==> src/rtl/mem_stage.sv <==
// mem_stage: memory stage of the 5-stage RV32I pipeline.
//
// Takes the EX result (effective address) and forwarded rs2 value, performs
// loads/stores over a req/gnt/rvalid data-memory interface, and holds the
// pipeline with stall_o until the access completes.
//
// Ports:
//   clk_i, rst_i          clock, asynchronous active-high reset
//   valid_i               MEM holds a valid instruction
//   mem_read_c_i          instruction is a load
//   mem_write_c_i         instruction is a store
//   mem_size_c_i          0 byte, 1 half, 2 word (3 treated as word)
//   mem_unsigned_c_i      load zero-extends when set
//   alu_result_i          effective address / ALU result
//   store_data_i          rs2 value
//   dmem_*_o / dmem_*_i   data-memory request and response
//   mem_result_o          stage result for WB and MEM->EX forwarding
//   stall_o               freeze IF/ID/EX/MEM
//   misaligned_o          misaligned access seen; no request issued
//   dbg_state_o           current FSM state (IDLE=0, REQ=1, WAIT=2, DONE=3)
//
// Handshake: a request is live while dmem_req_o is high and its fields are
// held stable until the cycle dmem_gnt_i is sampled high; it is never
// withdrawn except by reset. Read data is accepted only in WAIT, on the
// cycle dmem_rvalid_i is high; rvalid seen in any other state is ignored.
module mem_stage #(
  parameter int DATA_W = 32,
  parameter int BE_W   = DATA_W / 8
) (
  input  logic              clk_i,
  input  logic              rst_i,
  input  logic              valid_i,
  input  logic              mem_read_c_i,
  input  logic              mem_write_c_i,
  input  logic [1:0]        mem_size_c_i,
  input  logic              mem_unsigned_c_i,
  input  logic [DATA_W-1:0] alu_result_i,
  input  logic [DATA_W-1:0] store_data_i,
  output logic              dmem_req_o,
  output logic              dmem_we_o,
  output logic [DATA_W-1:0] dmem_addr_o,
  output logic [BE_W-1:0]   dmem_be_o,
  output logic [DATA_W-1:0] dmem_wdata_o,
  input  logic              dmem_gnt_i,
  input  logic              dmem_rvalid_i,
  input  logic [DATA_W-1:0] dmem_rdata_i,
  output logic [DATA_W-1:0] mem_result_o,
  output logic              stall_o,
  output logic              misaligned_o,
  output logic [1:0]        dbg_state_o
);

  if (DATA_W != 32) begin : g_width_check
    $error("mem_stage supports DATA_W == 32 only");
  end

  typedef enum logic [1:0] {
    S_IDLE = 2'd0,
    S_REQ  = 2'd1,
    S_WAIT = 2'd2,
    S_DONE = 2'd3
  } state_t;

  state_t state_q, state_d;

  logic              access;
  logic              misaligned;
  logic              start;
  logic [BE_W-1:0]   be_next;
  logic [DATA_W-1:0] wdata_next;

  logic [1:0]        size_q;
  logic              unsigned_q;
  logic [1:0]        addr_lo_q;
  logic [DATA_W-1:0] load_q;
  logic [DATA_W-1:0] shifted;
  logic [DATA_W-1:0] load_ext;

  assign access     = valid_i & (mem_read_c_i | mem_write_c_i);
  // size 3 is illegal and behaves as a word, hence the test on size[1].
  assign misaligned = access &
                      (((mem_size_c_i == 2'd1) & alu_result_i[0]) |
                       (mem_size_c_i[1] & (alu_result_i[1:0] != 2'b00)));
  assign start        = access & ~misaligned;
  assign misaligned_o = misaligned;
  assign dbg_state_o  = state_q;

  always_comb begin
    be_next    = '1;
    wdata_next = store_data_i;
    case (mem_size_c_i)
      2'd0: begin
        be_next    = 4'b0001 << alu_result_i[1:0];
        wdata_next = {4{store_data_i[7:0]}};
      end
      2'd1: begin
        be_next    = 4'b0011 << alu_result_i[1:0];
        wdata_next = {2{store_data_i[15:0]}};
      end
      default: begin
        be_next    = '1;
        wdata_next = store_data_i;
      end
    endcase
  end

  // Load alignment uses the size/sign/offset latched at request time, so it
  // does not depend on upstream holding its inputs.
  assign shifted = dmem_rdata_i >> {addr_lo_q, 3'b000};

  always_comb begin
    load_ext = dmem_rdata_i;
    case (size_q)
      2'd0: load_ext = unsigned_q ? {{(DATA_W-8){1'b0}}, shifted[7:0]}
                                  : {{(DATA_W-8){shifted[7]}}, shifted[7:0]};
      2'd1: load_ext = unsigned_q ? {{(DATA_W-16){1'b0}}, shifted[15:0]}
                                  : {{(DATA_W-16){shifted[15]}}, shifted[15:0]};
      default: load_ext = dmem_rdata_i;
    endcase
  end

  always_comb begin
    state_d      = state_q;
    stall_o      = 1'b0;
    mem_result_o = alu_result_i;
    case (state_q)
      S_IDLE: begin
        if (start) begin
          state_d = S_REQ;
          stall_o = 1'b1;
        end
      end
      S_REQ: begin
        stall_o = 1'b1;
        if (dmem_gnt_i) state_d = dmem_we_o ? S_DONE : S_WAIT;
      end
      S_WAIT: begin
        stall_o = 1'b1;
        if (dmem_rvalid_i) state_d = S_DONE;
      end
      S_DONE: begin
        // Pipeline advances on this edge; the access still on the inputs
        // must not be re-issued, so go straight back to IDLE.
        state_d = S_IDLE;
        if (!dmem_we_o) mem_result_o = load_q;
      end
      default: state_d = S_IDLE;
    endcase
  end

  always_ff @(posedge clk_i or posedge rst_i) begin
    if (rst_i) begin
      state_q      <= S_IDLE;
      dmem_req_o   <= 1'b0;
      dmem_we_o    <= 1'b0;
      dmem_addr_o  <= '0;
      dmem_be_o    <= '0;
      dmem_wdata_o <= '0;
      size_q       <= 2'd0;
      unsigned_q   <= 1'b0;
      addr_lo_q    <= 2'd0;
      load_q       <= '0;
    end else begin
      state_q <= state_d;
      if (state_q == S_IDLE && start) begin
        dmem_req_o   <= 1'b1;
        dmem_we_o    <= mem_write_c_i;
        dmem_addr_o  <= {alu_result_i[DATA_W-1:2], 2'b00};
        dmem_be_o    <= be_next;
        dmem_wdata_o <= wdata_next;
        size_q       <= mem_size_c_i;
        unsigned_q   <= mem_unsigned_c_i;
        addr_lo_q    <= alu_result_i[1:0];
      end
      if (state_q == S_REQ && dmem_gnt_i) dmem_req_o <= 1'b0;
      if (state_q == S_WAIT && dmem_rvalid_i) load_q <= load_ext;
    end
  end

endmodule

==> config.mk <==
export PLATFORM = sky130hd
export DESIGN_NAME = mem_stage
export DESIGN_NICKNAME = d
export VERILOG_FILES = /design/src/rtl/mem_stage.sv
export SDC_FILE = /design/constraint.sdc
export NUM_CORES = 1
export LEC_CHECK = 0
export CELL_PAD_IN_SITES_DETAIL_PLACEMENT = 2
export CELL_PAD_IN_SITES_GLOBAL_PLACEMENT = 2
export CORE_MARGIN = 4
export CORE_UTILIZATION = 27
export DETAILED_ROUTE_END_ITERATION = 12
export HOLD_SLACK_MARGIN = 0.03
export PLACE_DENSITY = 0.84
export REMOVE_ABC_BUFFERS = 1
export SYNTH_ARGS = -nofsm -noshare
export SYNTH_HDL_FRONTEND = slang
export SYNTH_SLANG_ARGS = --single-unit
==> constraint.sdc <==
create_clock -name clk_i -period 3.8 [get_ports clk_i]
set_input_delay 0.38 -clock clk_i [delete_from_list [all_inputs] [get_ports clk_i]]
set_output_delay 0.38 -clock clk_i [all_outputs]
set_load 0.03 [all_outputs]
==> results.yml, run 1 <==
grt:
  grt_pass1_wl_um: 33230
  grt_pass1_vias: 5535
  antenna_found_initial: 3
  grt_max_degree: 80
  grt_overflow_total: 0
  track_usage_pct: 18.96
final_layout:
  area_growth_pct: 47.64
  post-route-util_pct: 40.59
  layout.cells.non_filler: 977
  final_nets: 811
  multi_input_area_um2: 2670
  layout-drive-gt1-share_pct: 14.91
  design_area_um2: 8213
  nFillCells: 2101
  regArea_um2: 2678
worst_setup_path:
  endpoint_kind: "output pin"
  critPathMaxFanout: 24
  path_cells: "inv_1, ha_1, o211ai_1, a221o_4, a21oi_1, clkdlybuf4s50_1"
  cpMaxStageDelayCell: "clkdlybuf4s50_1"
  worst_ep_required_time_ps: 3420
  crit_type: "register to output pin"
  cp.arrival_ps: 2830
  crit_path_max_incr_delay_ps: 690
  startpoint: "dbg_state_o[0]"
  critPathLaunchType: "register"
  reg2reg_from: "dbg_state_o[0]"
clock_tree:
  cts_tree: "built"
  htree_num_levels: 3
  numCtsBuffers: 9
  cts_setup_buffers: 0
  holdBufCountCts: 0
  ctsResizeCount: 0
  path_clk_slew_ps: 70
  clock_latency_ps: 350
  clockBufferDepth: 2
  clkSinkCount: 107
  root_buffer: "clkbuf_16"
detailed_routing:
  vias: 4712
  drt_iter0_drc: 175
  wl_per_cell_um: 22.08
  first_pass_iters: 4
  via_per_inst: 4.823
  ant_nets: 0
  drc: 0
  drt-total-wl_um: 21580
logic_synthesis:
  synth_area_per_cell_um2: 10.93
  ys_ff_latch: 107
  syn_inst: 509
  ys_seq_area_share_pct: 48.13
  syn_area_um2: 5563
  yosysWarningCount: 0
  synthDistinctLibCells: 32
flow_run:
  maxCapViolCount: 0
sta:
  maxSlewViolCount: 0
  period_needed_ps: 3205
  rsz0062_at_grt: "no"
  hold_viol_final: 0
  finalHoldWorstSlack_ps: 488.7
  finalCritPeriodShare_pct: 84.35
  finClkSkew_ps: 11.16
  fmax_mhz: 312.0
  setup_violations: 0
  slew_headroom_pct: 31.55
  finalSetupTns_ps: 0
  max_slew.worst_pin.slew_ps: 1023
placement:
  gp_congestion: 0.7990
  hpwl_um: 16490
  place_inst: 958
  io_buffers: 209
  place_area_um2: 7881
pwr:
  p_leak_uw: 0.003718
  p_per_area_nw_per_um2: 865.6
  vdd_drop_max_v: 0.0004525
worst_hold_path:
  hp-class: "input pin to asynchronous set/reset pin"
die:
  rows: 52
  core-area_um2: 20230
  io_pins: 212
  dieArea_um2: 22960
  die_h_um: 151.5
  die_x_um: 151.5
  start_util_pct: 27.49
run_status:
  status: "completed"
## through the flow
stage | total power (uW) | worst slack (ps)
after global placement | 5919 | 701.0
after CTS | 7204 | 561.0
final | 7109 | 594.6
after detailed placement | 6130 | 649.0
after global routing | 7542 | 441.6
after floorplan | 4371 | -882.4
## layout by cell type (no fill, tap or decap), types with 3 or more instances in the layout
cell	n
nor2b_1	4
a22oi_1	3
a21o_1	14
clkbuf_8	4
clkdlybuf4s50_1	209
inv_1	6
diode_2	3
nand2_1	54
mux2_2	34
ha_1	6
dfrtp_1	107
nor2_1	32
o22ai_1	7
o21ai_0	44
mux2_4	42
mux2i_1	36
clkbuf_16	9
a21oi_1	21
nand3_1	32
a2bb2oi_1	8
buf_4	10
o211ai_1	3
## per-layer routing
layer | share of wire [%] | global-route usage (%)
met5 | 0.074 | 0
met4 | 3.1 | 7.457
met3 | 3.1 | 2.766
met2 | 53 | 34.12
met1 | 41 | 22.75
## logic make-up (layout without fill, tap and decap cells)
kind of cell,after synthesis,count (layout),share of synthesized area (%)
simple gates,129,129,9.897
mux,112,112,24.70
flops,107,107,48.13
compound gates,106,106,11.58
buf+inv,48,242,4.274
fa+ha+maj,6,6,1.349
other cells,1,5,0.06741
## cells in the mapped netlist, drive strengths merged
cell type	n	area share (%)
dfrtp	107	48
mux2i	36	6.5
nor3	2	0.18
o21ai	44	4.0
a211oi	1	0.14
nand3b	1	0.14
or2	1	0.11
a221o	3	0.54
a21o	14	1.9
and2	1	0.11
a22oi	3	0.40
clkbuf	24	1.6
a2bb2oi	8	1.3
inv	7	0.47
ha	6	1.3
conb	1	0.067
a21oi	21	1.9
o22ai	7	0.79
nand2	54	3.6
buf	17	2.2
nand3	32	2.9
o211ai	3	0.40
nor2b	5	0.56
nor2	32	2.2
nand2b	1	0.11
mux2	76	18
o21bai	1	0.14
a222oi	1	0.18
## flip-flops by register name, summed over array words and instances (netlist names)
name and count:
dmem_req_o 1, size_q 2, dmem_be_o 4, dmem_wdata_o 32
load_q 32, dmem_we_o 1, unsigned_q 1, addr_lo_q 2
dmem_addr_o 30, dbg_state_o 2
## power by group
group	total (uW)	internal [uW]	switching, uW
Sequential	2150	1690	467
Clock	1030	585	442
Combinational	3930	1780	2150
Total	7110	4050	3060
## area by class of cell
class                   instances  share of cell area, %
diodes                          3                0.09141
clock buffers                  13                  3.413
clock inverters                 3                 0.5332
inverters                       7                 0.3504
multi-input cells             355                  32.51
flip-flops and latches        107                  32.60
well taps                     270                  4.113
repair buffers                219                  26.39
## path summary, 6_finish.rpt
path                                    end  slack (ps)  cells past startpoint
setup / recovery                    stall_o         590                      6
hold / removal             dmem_wdata_o[30]         490                      2
setup reg to reg            dmem_addr_o[24]         980                      6
hold reg to reg            dmem_wdata_o[24]         490                      2
max in group asynchronous  dmem_wdata_o[31]        2500                      3
min in group clk_i         dmem_wdata_o[24]         490                      2
## worst max-delay path: cells and delay by family, from the launching register on
family / cells / cell delay, ps
AOI/OAI and AO/OA: 3 / 900
buffers and inverters: 2 / 860
DFF: 1 / 470
adders and majority gates: 1 / 250
Note: power is estimated with default switching activity, not from simulation.
==> run 2, diff against run 1 <==
==> constraint.sdc (replaced) <==
create_clock -name clk_i -period 3.11 [get_ports clk_i]
set_input_delay 0.311 -clock clk_i [delete_from_list [all_inputs] [get_ports clk_i]]
set_output_delay 0.311 -clock clk_i [all_outputs]
set_load 0.03 [all_outputs]
==> run 2 against run 1 <==
Against the previous run:
- first-iteration DRC count rose by 0.57%
- largest power group unchanged
- final cell count rose by 0.51%
- critical path depth fell by 1
- clock-buffer cell count shrank 3
- register-to-register slack got worse by 290 ps
- clock power grew 42%
- hold slack worse by 22 ps
- non-clock buffer count increased by 1
- sequential power increased by 20%
- via count increased by 0.49%
- routed wire length up 1.6%
- combinational power grew 24%
==> results.yml, run 2 (synthesized netlist as in run 1, its figures left out) <==
worst_setup_path:
  crit_type: "register to output pin"
  endpoint_kind: "output pin"
  critPathLaunchType: "register"
  critPathBufInv: 2
  path_cells: "ha_1, nor2b_4, buf_4, mux2_2, clkdlybuf4s50_1"
  critPathMaxFanout: 32
  cp.arrival_ps: 2590
  crit_path_max_incr_delay_ps: 610
  critPathTopFamily: "buffers and inverters"
  worst_ep_required_time_ps: 2800
  cpMaxStageDelayCell: "clkdlybuf4s50_1"
final_layout:
  reg.largest.list: "dmem_wdata_o (32), load_q (32), dmem_addr_o (30)"
  final_common_cell: "clkdlybuf4s50_1"
  layout-drive-gt1-share_pct: 15.18
  final_nets: 812
  layout.cells.non_filler: 982
  most-common-layout-cells: "clkdlybuf4s50_1 (208), dfrtp_1 (107), nand2_1 (54)"
  nFillCells: 2071
  area_growth_pct: 49.24
  post-route-util_pct: 41.03
sta:
  period_needed_ps: 2902
  finalSetupTns_ps: 0
  setup_violations: 0
  slew_headroom_pct: 30.25
  rsz0062_at_grt: "no"
  finClkSkew_ps: 9.421
  hold_viol_final: 0
  finalCritPeriodShare_pct: 93.32
  maxSlewViolCount: 0
  max_slew.worst_pin.slew_ps: 1042
  fmax_mhz: 344.6
clock_tree:
  root_buffer: "clkbuf_16"
  cts_setup_buffers: 0
  ctsResizeCount: 0
  clockBufferDepth: 2
  path_clk_slew_ps: 80
  cts_tree: "built"
  numCtsBuffers: 9
  clock_latency_ps: 360
  holdBufCountCts: 0
  htree_num_levels: 3
  clkSinkCount: 107
run_status:
  status: "completed"
worst_hold_path:
  hp-class: "input pin to asynchronous set/reset pin"
placement:
  hpwl_um: 16390
  io_buffers: 209
  gp_congestion: 0.7803
  place_inst: 959
detailed_routing:
  vias: 4735
  drt_iter0_drc: 176
  drt-total-wl_um: 21910
  first_pass_iters: 4
  wl_per_cell_um: 22.31
  ant_nets: 0
  via_per_inst: 4.822
  drc: 0
die:
  dieArea_um2: 22960
  core-area_um2: 20230
  die_x_um: 151.5
  start_util_pct: 27.49
  io_pins: 212
  die_h_um: 151.5
  rows: 52
pwr:
  p_leak_uw: 0.003756
  vdd_drop_max_v: 0.0006177
  p_per_area_nw_per_um2: 1073
grt:
  grt_overflow_total: 0
  track_usage_pct: 18.94
  grt_max_degree: 79
  grt_pass1_wl_um: 32940
  grt_pass1_vias: 5439
  antenna_found_initial: 8
flow_run:
  maxCapViolCount: 0
run 2: path summary, 6_finish.rpt:
check,from,endpoint,slack [ps],depth (start not counted)
min in group clk_i,dmem_wdata_o[18],dmem_wdata_o[18],490,2
worst min-delay path,rst_i,dmem_addr_o[25],470,2
worst max register to register,dbg_state_o[0],dmem_wdata_o[3],690,6
max in group asynchronous,rst_i,dmem_addr_o[4],1870,3
worst min register to register,dmem_wdata_o[18],dmem_wdata_o[18],490,2
worst max-delay path,dbg_state_o[1],mem_result_o[22],210,5
run 2: metal layers:
metal / GRT usage [%] / vias up / share of wire [%] / wire length (um)
li1: - / 2173 / - / -
met3: 3.183 / 40 / 3.7 / 800
met2: 33.56 / 110 / 53 / 11610
met4: 9.254 / 2 / 3.6 / 787
met5: 0 / - / 0.055 / 12
met1: 22.14 / 2410 / 40 / 8700
run 2: cell type report:
type	instances	area (um^2)	area share [%]
sequential	107	2678	32.25
clock buffer	10	239.0	2.879
antenna	7	17.52	0.2110
clock inverter	6	133.9	1.613
multi-input combinational	355	2670	32.16
inverter	7	28.78	0.3466
timing repair buffer	220	2197	26.47
tap	270	337.8	4.069
run 2: per-stage QoR:
step	area, um^2	setup slack (ps)	power (uW)	hold slack [ps]
2_1_floorplan	5355	-1503	5340	423.0
4_1_cts	8284	167.4	9030	491.0
5_1_grt	8302	90.43	9426	531.0
6_report	8302	207.8	8912	466.7
3_5_place_dp	7911	448.7	7503	474.3
3_3_place_gp	7911	562.7	7237	466.2
run 2: report_power, final:
group / total, uW / switching (uW) / internal, uW
Clock: 1460 / 561 / 894
Sequential: 2580 / 515 / 2060
Combinational: 4880 / 2700 / 2180
Total: 8910 / 3770 / 5140
==> run 3, diff against run 2 <==
--- a/config.mk
+++ b/config.mk
@@ -10,7 +10,7 @@
 export CORE_MARGIN = 4
 export CORE_UTILIZATION = 27
 export DETAILED_ROUTE_END_ITERATION = 12
-export HOLD_SLACK_MARGIN = 0.03
+export HOLD_SLACK_MARGIN = 0.15
 export PLACE_DENSITY = 0.84
 export REMOVE_ABC_BUFFERS = 1
 export SYNTH_ARGS = -nofsm -noshare
==> results of run 3 <==
Same layout as run 2: the final DEF is identical, and so are final timing and power.
